===== src/rtl/mdu_pkg.sv =====
// MDU shared types: op codes, FSM states and op-class helpers.
// Used by mdu and mdu_div_core.
package mdu_pkg;

   typedef enum logic [2:0] {
      OP_MULT  = 3'b000,
      OP_MULTU = 3'b001,
      OP_DIV   = 3'b010,
      OP_DIVU  = 3'b011,
      OP_MTHI  = 3'b100,
      OP_MTLO  = 3'b101,
      OP_RSV6  = 3'b110,
      OP_RSV7  = 3'b111
   } mdu_op_t;

   typedef enum logic [1:0] {
      IDLE = 2'd0,
      MUL  = 2'd1,
      DIV  = 2'd2,
      FIN  = 2'd3
   } mdu_state_t;

   function automatic logic op_is_signed(mdu_op_t op);
      return (op == OP_MULT) || (op == OP_DIV);
   endfunction

   function automatic logic op_is_mul(mdu_op_t op);
      return (op == OP_MULT) || (op == OP_MULTU);
   endfunction

   function automatic logic op_is_div(mdu_op_t op);
      return (op == OP_DIV) || (op == OP_DIVU);
   endfunction

endpackage


===== src/rtl/mdu_div_core.sv =====
// Restoring divider on operand magnitudes, with sign fix-up and
// divide-by-zero / signed-overflow results; quo/rem show post-step values.
module mdu_div_core #(
   parameter int WIDTH = 32
) (
   input  logic             clk,
   input  logic             reset,
   input  logic             load,
   input  logic             step,
   input  logic             sgn,
   input  logic [WIDTH-1:0] a,
   input  logic [WIDTH-1:0] b,
   output logic [WIDTH-1:0] quo,
   output logic [WIDTH-1:0] rem
);
   import mdu_pkg::*;

   localparam logic [WIDTH-1:0] MIN_NEG = {1'b1, {(WIDTH-1){1'b0}}};

   logic [WIDTH-1:0] rem_q, rem_d;
   logic [WIDTH-1:0] quo_q, quo_d;
   logic [WIDTH-1:0] dvs_q, dvs_d;
   logic [WIDTH-1:0] dvd_q, dvd_d;
   logic             qneg_q, qneg_d;
   logic             rneg_q, rneg_d;
   logic             zero_q, zero_d;
   logic             ovf_q, ovf_d;
   logic [WIDTH:0]   rem_sh;
   logic [WIDTH:0]   diff;

   // Load magnitudes and flags, or perform one restoring step.
   always_comb begin
      rem_d  = rem_q;
      quo_d  = quo_q;
      dvs_d  = dvs_q;
      dvd_d  = dvd_q;
      qneg_d = qneg_q;
      rneg_d = rneg_q;
      zero_d = zero_q;
      ovf_d  = ovf_q;
      rem_sh = '0;
      diff   = '0;
      if (load) begin
         rem_d  = '0;
         quo_d  = (sgn && a[WIDTH-1]) ? -a : a;
         dvs_d  = (sgn && b[WIDTH-1]) ? -b : b;
         dvd_d  = a;
         qneg_d = sgn && (a[WIDTH-1] ^ b[WIDTH-1]);
         rneg_d = sgn && a[WIDTH-1];
         zero_d = (b == '0);
         ovf_d  = sgn && (a == MIN_NEG) && (b == '1);
      end else if (step) begin
         rem_sh = {rem_q, quo_q[WIDTH-1]};
         diff   = rem_sh - {1'b0, dvs_q};
         if (!diff[WIDTH]) begin
            rem_d = diff[WIDTH-1:0];
            quo_d = {quo_q[WIDTH-2:0], 1'b1};
         end else begin
            rem_d = rem_sh[WIDTH-1:0];
            quo_d = {quo_q[WIDTH-2:0], 1'b0};
         end
      end
   end

   // Final results with special cases and sign restoration.
   always_comb begin
      quo = qneg_q ? -quo_d : quo_d;
      rem = rneg_q ? -rem_d : rem_d;
      if (zero_q) begin
         quo = '1;
         rem = dvd_q;
      end else if (ovf_q) begin
         quo = dvd_q;
         rem = '0;
      end
   end

   // Divider state register, synchronous active-low reset.
   always_ff @(posedge clk) begin
      if (!reset) begin
         rem_q  <= '0;
         quo_q  <= '0;
         dvs_q  <= '0;
         dvd_q  <= '0;
         qneg_q <= 1'b0;
         rneg_q <= 1'b0;
         zero_q <= 1'b0;
         ovf_q  <= 1'b0;
      end else begin
         rem_q  <= rem_d;
         quo_q  <= quo_d;
         dvs_q  <= dvs_d;
         dvd_q  <= dvd_d;
         qneg_q <= qneg_d;
         rneg_q <= rneg_d;
         zero_q <= zero_d;
         ovf_q  <= ovf_d;
      end
   end

endmodule


===== src/rtl/mdu.sv =====
// Iterative multiply/divide unit with HI/LO registers.
// Divide support is built only when MDU_DIVIDE_EN is defined.
module mdu #(
   parameter int WIDTH = 32
) (
   input  logic             clk,
   input  logic             reset,
   input  logic             start,
   input  logic [2:0]       op,
   input  logic [WIDTH-1:0] a,
   input  logic [WIDTH-1:0] b,
   output logic             busy,
   output logic             done,
   output logic [WIDTH-1:0] hi,
   output logic [WIDTH-1:0] lo
);
   import mdu_pkg::*;

   localparam int CW = (WIDTH > 1) ? $clog2(WIDTH) : 1;
   localparam logic [CW-1:0] LAST = CW'(WIDTH - 1);

   mdu_state_t         state_q, state_d;
   logic [CW-1:0]      cnt_q, cnt_d;
   logic               neg_q, neg_d;
   logic [WIDTH-1:0]   hi_q, hi_d;
   logic [WIDTH-1:0]   lo_q, lo_d;
   logic [WIDTH-1:0]   mcand_q, mcand_d;
   logic [2*WIDTH-1:0] acc_q, acc_d;
   logic [WIDTH:0]     sum;
   logic [2*WIDTH-1:0] prod;
   mdu_op_t            op_in;
   logic               sgn_in;

   assign op_in  = mdu_op_t'(op);
   assign sgn_in = op_is_signed(op_in);
   assign busy   = (state_q == MUL) || (state_q == DIV);
   assign done   = (state_q == FIN);
   assign hi     = hi_q;
   assign lo     = lo_q;

`ifdef MDU_DIVIDE_EN
   logic             div_load;
   logic             div_step;
   logic [WIDTH-1:0] div_quo;
   logic [WIDTH-1:0] div_rem;

   mdu_div_core #(.WIDTH(WIDTH)) u_div (
      .clk   (clk),
      .reset (reset),
      .load  (div_load),
      .step  (div_step),
      .sgn   (sgn_in),
      .a     (a),
      .b     (b),
      .quo   (div_quo),
      .rem   (div_rem)
   );
`endif

   // Next-state, shift-add multiply step and HI/LO writeback.
   always_comb begin
      state_d = state_q;
      cnt_d   = cnt_q;
      neg_d   = neg_q;
      hi_d    = hi_q;
      lo_d    = lo_q;
      mcand_d = mcand_q;
      acc_d   = acc_q;
      sum     = '0;
      prod    = '0;
`ifdef MDU_DIVIDE_EN
      div_load = 1'b0;
      div_step = 1'b0;
`endif
      unique case (state_q)
         IDLE: begin
            if (start) begin
               cnt_d = '0;
               neg_d = sgn_in && (a[WIDTH-1] ^ b[WIDTH-1]);
               if (op_is_mul(op_in)) begin
                  state_d = MUL;
                  mcand_d = (sgn_in && a[WIDTH-1]) ? -a : a;
                  acc_d   = {{WIDTH{1'b0}},
                             (sgn_in && b[WIDTH-1]) ? -b : b};
               end
`ifdef MDU_DIVIDE_EN
               else if (op_is_div(op_in)) begin
                  state_d  = DIV;
                  div_load = 1'b1;
               end
`endif
               else begin
                  state_d = FIN;
                  if (op_in == OP_MTHI) hi_d = a;
                  if (op_in == OP_MTLO) lo_d = a;
               end
            end
         end
         MUL: begin
            sum   = {1'b0, acc_q[2*WIDTH-1:WIDTH]} +
                    {1'b0, acc_q[0] ? mcand_q : {WIDTH{1'b0}}};
            acc_d = {sum, acc_q[WIDTH-1:1]};
            cnt_d = cnt_q + CW'(1);
            if (cnt_q == LAST) begin
               state_d = FIN;
               prod    = neg_q ? -acc_d : acc_d;
               hi_d    = prod[2*WIDTH-1:WIDTH];
               lo_d    = prod[WIDTH-1:0];
            end
         end
`ifdef MDU_DIVIDE_EN
         DIV: begin
            div_step = 1'b1;
            cnt_d    = cnt_q + CW'(1);
            if (cnt_q == LAST) begin
               state_d = FIN;
               hi_d    = div_rem;
               lo_d    = div_quo;
            end
         end
`endif
         FIN: state_d = IDLE;
         default: state_d = IDLE;
      endcase
   end

   // State and architectural registers, synchronous active-low reset.
   always_ff @(posedge clk) begin
      if (!reset) begin
         state_q <= IDLE;
         cnt_q   <= '0;
         neg_q   <= 1'b0;
         hi_q    <= '0;
         lo_q    <= '0;
         mcand_q <= '0;
         acc_q   <= '0;
      end else begin
         state_q <= state_d;
         cnt_q   <= cnt_d;
         neg_q   <= neg_d;
         hi_q    <= hi_d;
         lo_q    <= lo_d;
         mcand_q <= mcand_d;
         acc_q   <= acc_d;
      end
   end

endmodule


===== config.mk =====
export PLATFORM = sky130hd
export DESIGN_NAME = mdu
export DESIGN_NICKNAME = d
export VERILOG_FILES = /design/src/rtl/mdu_pkg.sv /design/src/rtl/mdu_div_core.sv /design/src/rtl/mdu.sv
export SDC_FILE = /design/constraint.sdc
export NUM_CORES = 1
export LEC_CHECK = 0
export ABC_AREA = 0
export CORE_MARGIN = 5
export CORE_UTILIZATION = 30
export CTS_CLUSTER_SIZE = 10
export DETAILED_ROUTE_END_ITERATION = 7
export MAX_ROUTING_LAYER = met4
export SKIP_CTS_REPAIR_TIMING = 1
export SYNTH_ARGS = -nofsm -noshare
export SYNTH_HDL_FRONTEND = slang
export SYNTH_HIERARCHICAL = 1
export SYNTH_SLANG_ARGS = --single-unit

===== constraint.sdc =====
create_clock -name clk -period 5.8 [get_ports clk]
set_input_delay 0.87 -clock clk [delete_from_list [all_inputs] [get_ports clk]]
set_output_delay 0.87 -clock clk [all_outputs]
set_load 0.01 [all_outputs]

==> results.sh, run 1 <==
export IMPL_hp_class="reg2reg"
export IMPL_clockRootBuffer="clkbuf_16"
export IMPL_max_slew_margin=0.197
export IMPL_synthMuxAreaShare=0.00691
export IMPL_clk_pin_slew_ns=0.07
export IMPL_start_kind="flop"
export IMPL_synth_area_top_cells="dfxtp_1 29%, xor2_1 7.0%, nor2_1 6.4%, a21oi_1 6.0%, nand2_1 5.3%"
export IMPL_fmax_mhz=206
export IMPL_drive_above_1_share=0.0513
export IMPL_synthFlopType="dfxtp_1"
export IMPL_n_antenna_cell=0
export IMPL_portBuffers=135
export IMPL_nNetsFinal=1736
export IMPL_antenna_found_initial=0
export IMPL_drc=0
export IMPL_hp_start="hi[22]$_SDFFE_PN0P_"
export IMPL_die_x_um=207
export IMPL_tritoncts="done"
export IMPL_yosys_area_share_simple=0.228
export IMPL_grt_overflow=0
export IMPL_crit_type="reg2reg"
export IMPL_ys_ff_latch=168
export IMPL_clock_skew_ns=0.0112
export IMPL_syn2layout_area_growth_pct=20.8
export IMPL_clockBufferDepth=2
export IMPL_hpwl_um=30600
export IMPL_route_met3_wl_um=1710
export IMPL_p_per_area_nw_per_um2=325
export IMPL_wl_met1_um=18900
export IMPL_grt_max_degree=88
export IMPL_cp_required_ns=6.12
export IMPL_synth_top_family_by_area="compound AO/OA/AOI/OAI gates"
export IMPL_synth_fa_ha_area_frac=0.0449
export IMPL_rows=72
export IMPL_worst_path_max_fanout=21
export IMPL_gp_congestion=0.941
export IMPL_synthCells=1562
export IMPL_die_area_um2=42700
export IMPL_arrival_ns=5.17
export IMPL_multiInputGateArea_um2=7780
export IMPL_highest_layer="met4"
export IMPL_grt_use_total=0.194
export IMPL_syn_avg_cell_area_um2=7.42
export IMPL_io_pin_count=136
export IMPL_synthDistinctLibCells=72
export IMPL_seq_area_um2=3360
export IMPL_synth_xor_area_share=0.0998
export IMPL_grt_pass1_vias=11100
export IMPL_ant_nets=0
export IMPL_crit_start="acc_q[0]$_SDFFE_PN0P_"
export IMPL_synth_async_sr_flop_share=0
export IMPL_final_max_slew_violation_count=0
export IMPL_start_util=0.301
export IMPL_status="finished, final reports clean"
export IMPL_r2r_slack_ns=0.94
export IMPL_setup_tns_final_ns=0
export IMPL_num_vias=11800
export IMPL_period_share=0.837
export IMPL_dr_pass1_iters=6
export IMPL_hold_violations=0
export IMPL_endpoint_kind="flop"
export IMPL_synth_nets=1673
export IMPL_synth_top_area_cell="dfxtp_1"
export IMPL_worst_pin_slew_ns=1.20
export IMPL_rsz0062_at_grt="false"
export IMPL_cts_sinks=168
export IMPL_max_cap_viol_count=0
export IMPL_insertion_delay_ns=0.44
export IMPL_yosysSeqAreaShare=0.290
export IMPL_fill_cells=4070
export IMPL_coreArea_um2=38500
export IMPL_drtIter0Drc=1107
export IMPL_peakVddDrop_v=0.000201
export IMPL_synth_top_area_share=0.290
export IMPL_finalSetupViolations=0
export IMPL_p_leak_nw=4.94
export IMPL_yosys_warnings=6
export IMPL_routed_wl_um=41100
export IMPL_synth_edff_count=0
export IMPL_vias_per_cell=5.48
export IMPL_min_period_ns=4.86
export IMPL_grt_first_pass_wirelength_um=63800
export IMPL_worstReg2RegStart="acc_q[0]$_SDFFE_PN0P_"
export IMPL_finalPower_mw=4.55
export IMPL_synth_compound_area_share=0.287
export IMPL_dr_wl_met2_um=19500
export IMPL_h_tree_depth=4
export IMPL_fin_hold_ws_ns=0.458
export IMPL_routedWlPerCell_um=19.1
export IMPL_netlist_area_um2=11600
export IMPL_die_h_um=207
export IMPL_cts_made_buffers=17
[flip-flops by register name (all words and copies together), names as in the netlist]
register	count
acc_q	64
cnt_q	5
hi	32
lo	32
mcand_q	32
neg_q	1
state_q	2
[through the flow]
stage	setup WS, ns	instances	utilization	instance area (µm²)
2_1_floorplan	1.48	1562	-	11600
3_3_place_gp	1.11	2124	0.349	13400
4_1_cts	1.02	2155	0.364	14000
3_5_place_dp	1.04	2124	0.349	13400
5_1_grt	0.691	2155	0.364	14000
6_report	0.943	2155	0.364	14000
[power by group]
group,switching [mW],leakage [nW],internal (mW)
registers,0.191,1.36,1.33
clock network,0.518,0.281,0.650
logic,1.17,3.30,0.688
[area by class of cell]
| cell class | count | area share |
|---|---|---|
| tap | 518 | 0.0463 |
| multi-input combinational | 1258 | 0.556 |
| sequential | 168 | 0.240 |
| inverter | 22 | 0.00608 |
| clock buffer | 18 | 0.0314 |
| timing repair buffer | 158 | 0.110 |
| clock inverter | 13 | 0.0103 |
[cells in the final DEF, fill, tap and decap left out, types with 5 or more instances in the layout]
cell type,n
dfxtp_1,167
nand2_1,165
o21ai_0,101
mux2i_1,8
nand3_1,28
a21o_1,11
and2_1,39
clkdlybuf4s50_1,135
nor3_1,20
a211oi_1,70
nor2_1,198
xnor2_1,40
and3_1,12
a21oi_1,138
a311oi_1,5
xor2_1,92
nand2b_1,5
o211ai_1,21
o21a_1,9
inv_1,20
buf_4,22
a22oi_1,31
nor4_1,15
ha_1,39
a211o_1,13
or3_1,18
clkbuf_16,17
o41ai_1,15
or4_1,14
nor3b_1,5
nand4_1,24
a31oi_1,13
o21bai_1,10
o31ai_1,30
[cell usage after synthesis, drive strengths merged (3+ instances only)]
master   count
a311oi       5
and3        12
mux2i        8
a31oi       13
o311ai       3
nand2      165
buf          7
a22oi       31
o2111ai      3
a31o         3
nor4        16
o31ai       30
nand2b       5
or2          5
xor2        92
nor3        22
ha          40
a21o        11
a211oi      70
o211ai      21
a21oi      140
clkbuf     107
nand4       24
o211a        4
a211o       13
or4         17
nor2       199
or3         20
o21ai      107
and2        39
a221oi       3
inv         21
nor3b        5
dfxtp      168
o21a         9
o41ai       15
xnor2       40
o21bai      10
nand3       28
[critical path, cell delays in order (launching register included)]
cell and delay, ns:
dfxtp_1 0.43, buf_4 0.28, and2_1 0.20, fa_1 0.48, a21o_1 0.24, a221oi_2 0.50, nor3_1 0.19, or4_1 0.47
a221o_1 0.45, nor4b_2 0.29, buf_4 0.18, nand4_1 0.30, or3_1 0.42, o311ai_1 0.23, o21ai_1 0.08
[cell families after synthesis]
group / after synthesis
flip-flops: 168
AND/OR/NAND/NOR: 565
adder cells (fa/ha/maj): 41
XOR/XNOR: 132
multiplexers: 8
AO/OA/AOI/OAI: 512
buffers and inverters: 136
[path summary, 6_finish.rpt]
kind	end	depth (start not counted)
worst max-delay path	hi[27]$_SDFFE_PN0P_	14
worst min-delay path	hi[22]$_SDFFE_PN0P_	2
worst max register to register	hi[27]$_SDFFE_PN0P_	14
worst min register to register	hi[22]$_SDFFE_PN0P_	2
[per-layer routing]
metal	vias up	GRT usage
met3	52	0.0217
met5	-	-
met2	334	0.311
met4	0	0.0582
met1	5604	0.260
li1	5809	-
No activity file was read; power rests on OpenSTA's default activity.
==> run 2, diff against run 1 <==
Clock period 5.8 ns to 4.1 ns, I/O delays scaled along.
==> run 2 against run 1 <==
  * Worst setup slack got worse by 0.86 ns
  * Largest power group unchanged
  * Global-route usage increased by 0.44 points
  * Design area increased by 6.3%
  * Non-clock buffer count increased by 94
  * Critical endpoint is now hi[17]$_SDFFE_PN0P_
  * Register-to-register slack got worse by 0.86 ns
  * Critical path type unchanged
  * Largest cell class unchanged
==> results.sh, run 2 (same netlist as run 1, synthesis figures left out) <==
export IMPL_n_antenna_cell=0
export IMPL_start_util=0.301
export IMPL_max_cap_viol_count=0
export IMPL_start_kind="flop"
export IMPL_endpoint_kind="flop"
export IMPL_clockRootBuffer="clkbuf_16"
export IMPL_ant_nets=0
export IMPL_tritoncts="done"
export IMPL_die_area_um2=42700
export IMPL_status="finished, final reports clean"
export IMPL_grt_max_degree=79
export IMPL_hold_violations=0
export IMPL_p_leak_nw=5.43
export IMPL_coreArea_um2=38500
export IMPL_die_h_um=207
export IMPL_r2r_slack_ns=0.08
export IMPL_min_period_ns=4.02
export IMPL_grt_use_total=0.199
export IMPL_regMostFlops="acc_q"
export IMPL_syn2layout_area_growth_pct=28.5
export IMPL_clk_pin_slew_ns=0.07
export IMPL_arrival_ns=4.39
export IMPL_drc=0
export IMPL_antenna_found_initial=0
export IMPL_h_tree_depth=4
export IMPL_dpl_cell_area_um2=14100
export IMPL_routed_wl_um=42200
export IMPL_worst_pin_slew_ns=1.05
export IMPL_finalSetupViolations=0
export IMPL_drive_above_1_share=0.117
export IMPL_gp_congestion=0.919
export IMPL_num_vias=12300
export IMPL_nNetsFinal=1830
export IMPL_dr_pass1_iters=7
export IMPL_largest_reg_flops=64
export IMPL_peakVddDrop_v=0.000273
export IMPL_max_slew_margin=0.298
export IMPL_final_max_slew_violation_count=0
export IMPL_grt_overflow=0
export IMPL_grt_first_pass_wirelength_um=65100
export IMPL_final_cell_area_um2=14900
export IMPL_fmax_mhz=249
export IMPL_drtIter0Drc=1041
export IMPL_insertion_delay_ns=0.45
export IMPL_routedWlPerCell_um=18.8
export IMPL_cts_sinks=168
export IMPL_worst_path_max_fanout=4
export IMPL_crit_type="reg2reg"
export IMPL_rows=72
export IMPL_cts_made_buffers=17
export IMPL_place_ws_ns=0.0603
export IMPL_cp_required_ns=4.47
export IMPL_die_x_um=207
export IMPL_clockBufferDepth=2
export IMPL_fin_ws_ns=0.0829
export IMPL_rsz0062_at_grt="true"
export IMPL_p_per_area_nw_per_um2=452
export IMPL_portBuffers=135
export IMPL_clock_skew_ns=0.0170
export IMPL_fill_cells=4012
export IMPL_final_cell_mix="198 x nor2_1, 166 x dfxtp_1, 165 x nand2_1"
export IMPL_grt_pass1_vias=11700
export IMPL_hp_class="reg2reg"
export IMPL_hpwl_um=31700
export IMPL_io_pin_count=136
export IMPL_final_common_cell="nor2_1"
export IMPL_vias_per_cell=5.49
export IMPL_period_share=0.980
-- run 2: cell count changes in the layout (fill, tap and decap cells not counted), sizes merged --
cell	previous run	this run
clkbuf	18	21
clkinv	4	3
bufinv	2	1
buf	23	117
-- run 2: metal layers --
metal  up-vias  wire length [µm]  GRT usage
met5         -                 0          -
met4         0              1220     0.0689
met3        82              2310     0.0267
met2       389             19800      0.316
met1      5872             18900      0.261
li1       6003                 -          -
-- run 2: path summary, 6_finish.rpt --
kind,start,endpoint,cells after the start
setup / recovery,acc_q[0]$_SDFFE_PN0P_,hi[17]$_SDFFE_PN0P_,13
hold / removal,hi[22]$_SDFFE_PN0P_,hi[22]$_SDFFE_PN0P_,2
hold reg to reg,hi[22]$_SDFFE_PN0P_,hi[22]$_SDFFE_PN0P_,2
setup reg to reg,acc_q[0]$_SDFFE_PN0P_,hi[17]$_SDFFE_PN0P_,13
-- run 2: cell type report --
cell class | count | area (µm²) | area share
tap | 518 | 648 | 0.0435
clock inverter | 11 | 113 | 0.00757
sequential | 168 | 3370 | 0.226
clock buffer | 21 | 450 | 0.0303
timing repair buffer | 252 | 2270 | 0.153
multi-input combinational | 1258 | 7940 | 0.534
inverter | 22 | 85.1 | 0.00572
-- run 2: worst max-delay path: stages (launching register included) --
cell and delay [ns]:
dfxtp_4 0.36, and2_4 0.14, ha_4 0.15, fa_2 0.40
xor2_2 0.21, or4_4 0.42, o21bai_4 0.19, a211o_1 0.27
or4_4 0.57, or3_4 0.35, or2_1 0.25, a21o_1 0.17
a311o_1 0.35, a21oi_2 0.11
-- run 2: report_power, final --
group | leakage [nW] | total [mW] | internal (mW) | switching (mW)
logic | 3.80 | 3.01 | 1.23 | 1.78
registers | 1.36 | 2.12 | 1.89 | 0.230
clock network | 0.267 | 1.61 | 0.864 | 0.743
-- run 2: through the flow --
stage	power (mW)	setup TNS (ns)	util	hold WS, ns	std cells
2_1_floorplan	3.75	0	-	0.436	1562
3_5_place_dp	5.03	0	0.366	0.446	2209
5_1_grt	7.12	-0.0151	0.387	0.474	2250
3_3_place_gp	5.00	0	0.366	0.447	2209
6_report	6.73	0	0.387	0.453	2250
4_1_cts	6.65	0	0.381	0.455	2241
==> run 3, diff against run 2 <==
Settings changed: REMOVE_ABC_BUFFERS from default to 1.
==> run 3 against run 2 <==
  * Clock-buffer cell count down 4
  * Cell count down 0.58%
  * First-iteration DRC count down 12%
  * Register-to-register slack about the same
  * Maximum frequency about the same
  * Worst hold slack better by 0.0061 ns
  * Total power up 0.46%
  * Sequential share of layout area about the same
  * Routed wire length down 3.5%
==> results.sh, run 3 (same netlist as run 1, synthesis figures left out) <==
export IMPL_max_slew_margin=0.447
export IMPL_hp_class="reg2reg"
export IMPL_ant_nets=0
export IMPL_final_max_slew_violation_count=0
export IMPL_start_util=0.301
export IMPL_cp_required_ns=4.42
export IMPL_rsz0062_at_grt="true"
export IMPL_final_common_cell="nor2_1"
export IMPL_clkPwrFrac=0.255
export IMPL_coreArea_um2=38500
export IMPL_die_area_um2=42700
export IMPL_fmax_mhz=249
export IMPL_clockRootBuffer="clkbuf_16"
export IMPL_drc=0
export IMPL_h_tree_depth=4
export IMPL_finalSetupViolations=0
export IMPL_p_per_area_nw_per_um2=455
export IMPL_finalPower_mw=6.77
export IMPL_share_comb_of_total_power=0.435
export IMPL_worst_pin_slew_ns=0.829
export IMPL_antenna_found_initial=1
export IMPL_arrival_ns=4.34
export IMPL_internal_power_mw=4.04
export IMPL_hold_violations=0
export IMPL_tritoncts="done"
export IMPL_max_cap_viol_count=0
export IMPL_fin_util=0.387
export IMPL_sw_frac_of_total=0.404
export IMPL_p_seq_frac=0.310
export IMPL_p_leak_nw=5.40
export IMPL_io_pin_count=136
export IMPL_critPathMaxStageDelay_ns=0.53
export IMPL_grt_first_pass_wirelength_um=63000
export IMPL_grt_overflow=0
export IMPL_period_share=0.980
export IMPL_clockBufferDepth=2
export IMPL_grt_max_degree=87
export IMPL_min_period_ns=4.02
export IMPL_power_switching_mw=2.73
export IMPL_final_cell_mix="198 x nor2_1, 165 x nand2_1, 165 x dfxtp_1"
export IMPL_crit_path_cell_trace="and2_4, ha_4, fa_2, xor2_1, or4_4, o21bai_4, a211o_1, or4_4, nor3_4, nand4_1, buf_6, or4_4, nand3_2, o21ai_1"
export IMPL_worst_path_max_fanout=6
export IMPL_critical_path_top_delay_family="simple AND/OR/NAND/NOR gates"
export IMPL_endpoint_kind="flop"
export IMPL_routed_wl_um=40800
export IMPL_portBuffers=135
export IMPL_nNetsFinal=1816
export IMPL_grt_use_total=0.190
export IMPL_cp_slowest_cell="or4_4"
export IMPL_clock_skew_ns=0.00753
export IMPL_start_kind="flop"
export IMPL_peakVddDrop_v=0.000336
export IMPL_cts_made_buffers=17
export IMPL_crit_buf_inv=1
export IMPL_vias_per_cell=5.42
export IMPL_num_vias=12100
export IMPL_die_h_um=207
export IMPL_regMostFlops="acc_q"
export IMPL_dr_pass1_iters=5
export IMPL_die_x_um=207
export IMPL_routedWlPerCell_um=18.2
export IMPL_crit_type="reg2reg"
export IMPL_drtIter0Drc=919
export IMPL_hpwl_um=30400
export IMPL_crit_path_frequent_cell="or4_4"
export IMPL_largest_reg_flops=64
export IMPL_status="finished, final reports clean"
export IMPL_gp_congestion=0.903
export IMPL_clk_pin_slew_ns=0.07
export IMPL_rows=72
export IMPL_grt_pass1_vias=11300
export IMPL_syn2layout_area_growth_pct=28.5
export IMPL_insertion_delay_ns=0.44
export IMPL_setup_tns_final_ns=0
export IMPL_cts_sinks=168
export IMPL_drive_above_1_share=0.119
==> run 3: cell count changes in the layout (fill, tap and decap cells not counted), moves of 3 or more <==
cell | previous run | this run
inv_6 | 4 | 7
a21oi_2 | 5 | 11
ha_1 | 35 | 32
clkbuf_1 | 3 | 0
clkinvlp_4 | 3 | 0
buf_4 | 112 | 98
a21oi_1 | 135 | 129
o21ai_1 | 11 | 8
o31ai_1 | 30 | 27
==> run 3: worst reg2reg max path, stage by stage, from the launching register on <==
cell,delay (ns)
dfxtp_2,0.32
and2_4,0.15
ha_4,0.16
fa_2,0.37
xor2_1,0.20
or4_4,0.43
o21bai_4,0.19
a211o_1,0.32
or4_4,0.53
nor3_4,0.24
nand4_1,0.24
buf_6,0.21
or4_4,0.41
nand3_2,0.08
o21ai_1,0.05
==> run 3: worst paths after layout <==
check                          startpoint  cells past startpoint             endpoint  slack [ns]
setup reg to reg  mcand_q[0]$_SDFFE_PN0P_                     14  hi[25]$_SDFFE_PN0P_        0.08
hold reg to reg       hi[12]$_SDFFE_PN0P_                      2  hi[12]$_SDFFE_PN0P_        0.46
hold / removal        hi[12]$_SDFFE_PN0P_                      2  hi[12]$_SDFFE_PN0P_        0.46
setup / recovery  mcand_q[0]$_SDFFE_PN0P_                     14  hi[25]$_SDFFE_PN0P_        0.08
==> run 3: power groups by stage <==
stage	Combinational [mW]	Clock, mW	Sequential (mW)
global placement	2.81	0	2.12
global route	3.18	1.82	2.13
CTS	2.84	1.76	2.09
finish	2.95	1.72	2.10
floorplan	1.52	0	2.16
detailed placement	2.82	0	2.13
==> run 3: through the flow <==
step	hold WS, ns	std cells	cell area, µm²	setup WS, ns
3_3_place_gp	0.447	2200	14000	-0.0163
3_5_place_dp	0.449	2200	14000	-0.0532
6_report	0.459	2237	14900	0.0830
2_1_floorplan	0.436	1448	11200	-2.92
4_1_cts	0.460	2232	14600	-0.107
5_1_grt	0.470	2237	14900	-0.0621
==> run 3: cell type report <==
type / count / area, µm²
clock inverter: 15 / 190
fill: 4013 / 23600
sequential: 168 / 3370
multi-input combinational: 1258 / 8000
timing repair buffer: 238 / 2160
tap: 518 / 648
antenna: 1 / 2.50
clock buffer: 17 / 425
inverter: 22 / 85.1
==> run 3: metal layers <==
layer | wire length, µm | GRT usage | vias to the layer above
met3 | 1830 | 0.0210 | 53
met5 | 0 | - | -
li1 | - | - | 5968
met1 | 18500 | 0.248 | 5730
met2 | 19300 | 0.310 | 379
met4 | 1030 | 0.0608 | 0
